$ cat config.mk
export PLATFORM = sky130hd
export DESIGN_NAME = m_and_reduce_pipe
export DESIGN_NICKNAME = d
export VERILOG_FILES = /design/src/rtl/m_reduce_pkg.sv /design/src/rtl/m_and3.sv /design/src/rtl/m_and3_level.sv /design/src/rtl/m_and_reduce_pipe.sv
export SDC_FILE = /design/constraint.sdc
export NUM_CORES = 1
export LEC_CHECK = 0
export CAP_MARGIN = 20
export CORE_ASPECT_RATIO = 1.25
export CORE_MARGIN = 2
export CORE_UTILIZATION = 40
export DETAILED_ROUTE_END_ITERATION = 7
export HOLD_SLACK_MARGIN = 0.03
export MAX_ROUTING_LAYER = met4
export PLACE_DENSITY = 0.8
export SLEW_MARGIN = 20
export SYNTH_ARGS = -nofsm -noshare
export SYNTH_HDL_FRONTEND = slang
export SYNTH_SLANG_ARGS = --single-unit
$ cat constraint.sdc
create_clock -name clk -period 1.69 [get_ports clk]
set_clock_uncertainty 0.15 [all_clocks]
set_input_delay 0.338 -clock clk [delete_from_list [all_inputs] [get_ports clk]]
set_output_delay 0.338 -clock clk [all_outputs]
set_load 0.02 [all_outputs]
$ cat src/rtl/m_reduce_pkg.sv
// Shared helpers for the pipelined 3-input AND reduction tree.
// Derives tree depth, padded width and pipeline stage placement from the parameters.
package m_reduce_pkg;

  localparam int unsigned AND_ARITY            = 3;
  localparam int unsigned MIN_LEVELS_PER_STAGE = 1;

  // 3**e.
  function automatic int unsigned pow3(input int unsigned e);
    int unsigned p;
    p = 1;
    for (int unsigned i = 0; i < e; i++) begin
      p = p * AND_ARITY;
    end
    return p;
  endfunction

  // Smallest l with 3**l >= n; clog3(1) == 0.
  function automatic int unsigned clog3(input int unsigned n);
    int unsigned l;
    int unsigned p;
    l = 0;
    p = 1;
    while (p < n) begin
      p = p * AND_ARITY;
      l = l + 1;
    end
    return l;
  endfunction

  // Tree depth; a single bit still gets one level so the output is registered.
  function automatic int unsigned tree_levels(input int unsigned width);
    int unsigned l;
    l = clog3(width);
    return (l == 0) ? 1 : l;
  endfunction

  function automatic int unsigned pad_width(input int unsigned width);
    return pow3(tree_levels(width));
  endfunction

  function automatic int unsigned pipe_stages(input int unsigned levels,
                                              input int unsigned lps);
    return (levels + lps - 1) / lps;
  endfunction

  // A register closes every lps levels, and the last level is always registered.
  function automatic bit is_stage_boundary(input int unsigned level,
                                           input int unsigned levels,
                                           input int unsigned lps);
    return (((level + 1) % lps) == 0) || (level == levels - 1);
  endfunction

  function automatic int unsigned stage_of_level(input int unsigned level,
                                                 input int unsigned lps);
    return level / lps;
  endfunction

endpackage

$ cat src/rtl/m_and3.sv
// 3-input AND cell wrapper; technology mapping of the cell is swapped here only.
module m_and3 (
  input  logic a,
  input  logic b,
  input  logic c,
  output logic z_c
);

  assign z_c = a & b & c;

endmodule

$ cat src/rtl/m_and3_level.sv
// One combinational level of the reduction tree: IN_W bits to IN_W/3 bits.
module m_and3_level
  import m_reduce_pkg::*;
#(
  parameter int unsigned IN_W = 3
) (
  input  logic [IN_W-1:0]           a,
  output logic [IN_W/AND_ARITY-1:0] z_c
);

  localparam int unsigned OUT_W = IN_W / AND_ARITY;

  for (genvar g = 0; g < OUT_W; g++) begin : g_cell
    m_and3 u_and3 (
      .a   (a[AND_ARITY*g]),
      .b   (a[AND_ARITY*g+1]),
      .c   (a[AND_ARITY*g+2]),
      .z_c (z_c[g])
    );
  end

endmodule

$ cat src/rtl/m_and_reduce_pipe.sv
// Pipelined WIDTH-input AND reduction with valid/ready handshake and sideband tag.
// Optional saturating hit counter (cnt_clr/hit_cnt) is built when M_AND_REDUCE_CNT_EN is defined.
module m_and_reduce_pipe
  import m_reduce_pkg::*;
#(
  parameter int unsigned WIDTH            = 27,
  parameter int unsigned LEVELS_PER_STAGE = 1,
  parameter int unsigned TAG_W            = 4
`ifdef M_AND_REDUCE_CNT_EN
  ,
  parameter int unsigned CNT_W            = 16
`endif
) (
  input  logic             clk,
  input  logic             rst_n,
  input  logic             in_valid,
  output logic             in_ready,
  input  logic [WIDTH-1:0] in_data,
  input  logic [TAG_W-1:0] in_tag,
  output logic             out_valid,
  input  logic             out_ready,
  output logic             out_z,
  output logic [TAG_W-1:0] out_tag
`ifdef M_AND_REDUCE_CNT_EN
  ,
  input  logic             cnt_clr,
  output logic [CNT_W-1:0] hit_cnt
`endif
);

  localparam int unsigned L = tree_levels(WIDTH);
  localparam int unsigned S = pipe_stages(L, LEVELS_PER_STAGE);
  localparam int unsigned P = pad_width(WIDTH);

  // Whole pipe moves as one; a stalled output freezes every stage.
  logic adv;
  assign adv      = !out_valid || out_ready;
  assign in_ready = adv;

  // Pad with ones so the extra leaves never affect the AND.
  logic [P-1:0] pad_c;
  if (P > WIDTH) begin : g_pad
    assign pad_c = {{(P-WIDTH){1'b1}}, in_data};
  end else begin : g_nopad
    assign pad_c = in_data;
  end

  // Valid and tag travel as shift registers alongside the partial results.
  logic [S-1:0]            vld_q;
  logic [S:0]              vld_sh_c;
  logic [S-1:0][TAG_W-1:0] tag_q;
  logic [S:0][TAG_W-1:0]   tag_sh_c;

  assign vld_sh_c = {vld_q, in_valid};
  assign tag_sh_c = {tag_q, in_tag};

  always_ff @(posedge clk) begin
    if (!rst_n) begin
      vld_q <= '0;
      tag_q <= '0;
    end else if (adv) begin
      vld_q <= vld_sh_c[S-1:0];
      tag_q <= tag_sh_c[S-1:0];
    end
  end

  // Tree levels; each level either feeds the next directly or through a stage register.
  for (genvar k = 0; k < L; k++) begin : g_lvl
    localparam int unsigned IW = pow3(L - k);
    localparam int unsigned OW = IW / AND_ARITY;

    logic [IW-1:0] lvl_in_c;
    logic [OW-1:0] lvl_out_c;
    logic [OW-1:0] fwd;

    if (k == 0) begin : g_src_pad
      assign lvl_in_c = pad_c;
    end else begin : g_src_prev
      assign lvl_in_c = g_lvl[k-1].fwd;
    end

    m_and3_level #(
      .IN_W (IW)
    ) u_level (
      .a   (lvl_in_c),
      .z_c (lvl_out_c)
    );

    if (is_stage_boundary(k, L, LEVELS_PER_STAGE)) begin : g_reg
      logic [OW-1:0] part_q;

      always_ff @(posedge clk) begin
        if (!rst_n) begin
          part_q <= '0;
        end else if (adv) begin
          part_q <= lvl_out_c;
        end
      end

      assign fwd = part_q;
    end else begin : g_comb
      assign fwd = lvl_out_c;
    end
  end

  assign out_valid = vld_q[S-1];
  assign out_tag   = tag_q[S-1];
  assign out_z     = g_lvl[L-1].fwd;

`ifdef M_AND_REDUCE_CNT_EN
  // Saturating count of delivered results with out_z set; clear has priority.
  logic [CNT_W-1:0] hit_q;

  always_ff @(posedge clk) begin
    if (!rst_n) begin
      hit_q <= '0;
    end else if (cnt_clr) begin
      hit_q <= '0;
    end else if (out_valid && out_ready && out_z && (hit_q != {CNT_W{1'b1}})) begin
      hit_q <= hit_q + CNT_W'(1);
    end
  end

  assign hit_cnt = hit_q;
`endif

endmodule

# Word level (Yosys, flattened, before mapping)
# Index checks and enable logic that the tools add are counted.
[classes]
bitwise_logic = 26
n_reduce_logical = 2
[op_table]
columns = ["operator", "n"]
rows = [
  ["$and A1 B1 Y1", 26],
  ["$logic_not A1 Y1", 1],
  ["$logic_or A1 B1 Y1", 1],
]
[word_totals]
wordCells = 35
register_bits = 28
out_inout_bits = 7
inputBits = 35

# Depth between registers and ports, before layout
# Gate-level depths: netlist of run 1.
[depth]
ltp_word = 2
depth_mapped = 6
depth_no_buf = 4

# By module
# From an unflattened synthesis of run 1, not the netlist that was laid out.
[unflattened]
hier_cells = 128
area_unflattened_um2 = 1197.4
[by_module_without_submodules]
columns = ["module", "n_inst", "seq_area_each_um2", "area_each_um2", "cells_each"]
rows = [
  ["m_and_reduce_pipe", 1, 560.5, 1116.1, 115],
  ["m_and3", 13, 0.0, 6.3, 1],
]

# Least setup slack after synthesis of run 1
# OpenSTA, ideal clock, no wires.
[synth_path]
path_kind = "reg-to-output"
from = "reg vld_q[2]"
to = "out in_ready"
path_slack_ns = 0.292
path_stages_with_launch = 5
required_time_ns = 1.202
arrival_time_ns = 0.910
path_cell_list = "dfxtp_1 nor2b_4 buf_6 clkinv_4 buf_6"
[synth_between]
elab_chain_len = 2
[synth_rtl]
columns = ["item", "line", "rtl"]
rows = [
  ["start: declaration", "m_and_reduce_pipe.sv:49", "logic [S-1:0] vld_q;"],
  ["start signal: assignment", "m_and_reduce_pipe.sv:62", "vld_q <= vld_sh_c[S-1:0];"],
  ["$logic_not A1 Y1", "m_and_reduce_pipe.sv:37", "assign adv = !out_valid || out_ready;"],
  ["$logic_or A1 B1 Y1", "m_and_reduce_pipe.sv:37", ""],
  ["end: declaration", "m_and_reduce_pipe.sv:17", "output logic in_ready,"],
]
# No other way between the ends.

# Worst setup path after layout of run 1
[layout_path]
from = "in out_ready"
to = "out in_ready"
[layout_between]
elab_chain_len = 1
[layout_rtl]
columns = ["item", "line", "rtl"]
rows = [
  ["start: declaration", "m_and_reduce_pipe.sv:21", "input logic out_ready,"],
  ["$logic_or A1 B1 Y1", "m_and_reduce_pipe.sv:37", ""],
]
# No other way between the ends.

==> results.json, run 1 <==
{
  "setup_viol": 0,
  "p_leak_nw": 0.565,
  "crit_path_end_kind": "primary output",
  "wirelength_um": 1980,
  "dieArea_mm2": 0.00332,
  "drtIter0Drc": 17,
  "r2r-start": "vld_q[2]",
  "port_buffers": 41,
  "instances_no_fill": 193,
  "cts_tree": "yes",
  "grt_max_degree": 42,
  "ys_warn_count": 0,
  "gr-usage-met3_pct": 2.10,
  "wl_per_cell_um": 10.2,
  "synth_cell_type_count": 17,
  "synth_area_mm2": 0.00115,
  "start_util_pct": 42.4,
  "slew_viol_final": 0,
  "syn_to_final_growth_pct": 34.6,
  "num_rows": 21,
  "dr.pass1.iters": 4,
  "drive_above_1_share_pct": 11.3,
  "worstSetupPathType": "primary input to primary output",
  "postRouteAntennaNets": 0,
  "drv_cap": 0,
  "via_per_inst": 4.94,
  "grt_pass1_wl_um": 3330,
  "cp_top_family": "buffers and inverters",
  "antenna_found_initial": 0,
  "placed_cells": 190,
  "final_cell_mix": "clkdlybuf4s50_1, nand2_1, dfxtp_1",
  "period_share_pct": 96.8,
  "period_needed_ns": 1.64,
  "ys_seq_area_share_pct": 48.9,
  "critPathLaunchType": "primary input",
  "maxSlewHeadroom_pct": 77.0,
  "cts_sinks": 28,
  "synth-seq-cells": 28,
  "critical_path_buf_inv_count": 3,
  "ir_drop_uv": 419,
  "fmax_mhz": 611,
  "whs_ns": 0.310,
  "grt_pass1_vias": 879,
  "rsz0062_at_grt": "no",
  "die_h_um": 63.9,
  "powerDensity_mw_per_mm2": 713,
  "tightest_slew_ns": 0.345,
  "path_cells": "clkdlybuf4s50_1 -> nor2b_4 -> clkinv_4 -> buf_2",
  "hp-class": "flop to flop",
  "core-area_mm2": 0.00271,
  "finalHoldViolCount": 0,
  "dieWidth_um": 51.9,
  "nets": 196,
  "worstSkewPairLatency_ns": 0.31,
  "min_from": "vld_q[1]",
  "clk_pin_slew_worst_paths_ns": 0.13,
  "cts_root_buffer": "clkbuf_4",
  "gr-usage-met2_pct": 22.5,
  "syn_nets": 161,
  "vias": 953,
  "crit_arrival_ns": 1.15,
  "cp-startpoint": "out_ready",
  "numCtsBuffers": 3,
  "drc": 0,
  "cts_buffer_depth": 2,
  "layout.cells.most_common": "clkdlybuf4s50_1",
  "cpPeakStageDelay_ns": 0.44,
  "syn_area_per_cell_um2": 9.11,
  "grt_overflow_total": 0,
  "busiest_layer": "met2",
  "grt_use_met1_pct": 14.6,
  "path_max_fanout": 2,
  "antenna_cells": 0,
  "cp_slowest_cell": "clkdlybuf4s50_1",
  "synth_cells": 126,
  "cts_max_level": 1,
  "status": "complete, no violations",
  "grtUsageTotal_pct": 13.1,
  "pin_count": 42,
  "required_ns": 1.20,
  "routabilityCongestion": 0.732,
  "dp_hpwl_um": 1450
}
==> synthesized netlist by cell type (all sizes together) <==
cell type	number	share of area (%)
nor2b	1	1.2
nand3	13	5.7
dfxtp	28	49
clkinv	1	0.76
clkbuf	2	0.76
nand2	28	9.2
buf	12	8.1
nand4	13	7.1
o21a	1	0.65
a21boi	14	12
o21ai	13	5.7
==> area by class of cell <==
class | count | area [um2]
Clock buffer | 3 | 22.5
Fill cell | 266 | 1160
Inverter | 1 | 8.76
Multi-Input combinational cell | 83 | 477
Sequential cell | 28 | 561
Tap cell | 34 | 42.5
Timing Repair Buffer | 44 | 433
==> registers in the layout, summed over array words and instances, names as in the netlist <==
register   flops
tag_q          8
out_z          1
out_tag        4
g_lvl.fwd     12
vld_q          3
==> report_power, final <==
group,total [mW],leakage [nW],internal [mW],switching (mW)
combinational,0.152,0.323,0.100,0.0517
clock,0.256,0.0138,0.0833,0.173
sequential,0.693,0.229,0.682,0.0104
total,1.10,0.565,0.866,0.235
==> timing repair <==
item,in CTS,in global routing
hold buffers,0,0
gates resized for setup,10,0
setup endpoints to repair,7,0
endpoints found under the hold margin,0,0
buffers inserted,0,0
==> worst register-to-register path, delay by kind of cell, from the launching register on <==
family                 cells  cell delay [ns]
AOI/OAI and AO/OA          1             0.15
buffers and inverters      1             0.35
DFF                        1             0.35
and+or+nand+nor            2             0.28
==> worst paths after layout <==
check	endpoint	slack, ns	depth (start not counted)
setup / recovery	in_ready	0.05	4
hold / removal	vld_q[1]	0.31	2
setup reg to reg	out_tag[3]	0.35	4
hold reg to reg	vld_q[1]	0.31	2
==> per-layer routing <==
metal	share of wire (%)	vias to the layer above
met4	0.71	0
met2	50	31
met3	5.8	2
met5	0	-
met1	43	419
li1	-	501
==> logic make-up after synthesis <==
kind of cell / count (synthesis) / share of synthesized area [%]
compound gates: 28 / 18.4
buf+inv: 15 / 9.60
flops: 28 / 48.9
simple gates: 55 / 23.1
==> stage by stage <==
stage          setup slack (ns)  area [um2]  util (%)  setup TNS, ns  total power [mW]
6_report                 0.0537        1540      57.1              0              1.10
5_1_grt                  0.0207        1540      57.1              0              1.16
4_1_cts                  0.0416        1540      57.1              0              1.11
3_5_place_dp             -0.340        1530      56.7          -2.10             0.864
3_3_place_gp             -0.334        1530      56.7          -1.29             0.859
2_1_floorplan             0.292        1150         -              0             0.771
(Power assumes the default switching activity.)
==> run 2, diff against run 1 <==
--- a/config.mk
+++ b/config.mk
@@ -5,7 +5,6 @@
 export SDC_FILE = /design/constraint.sdc
 export NUM_CORES = 1
 export LEC_CHECK = 0
-export CAP_MARGIN = 20
 export CORE_ASPECT_RATIO = 1.25
 export CORE_MARGIN = 2
 export CORE_UTILIZATION = 40
==> results of run 2 <==
No change in the layout: final DEF, timing and power equal those of run 1.
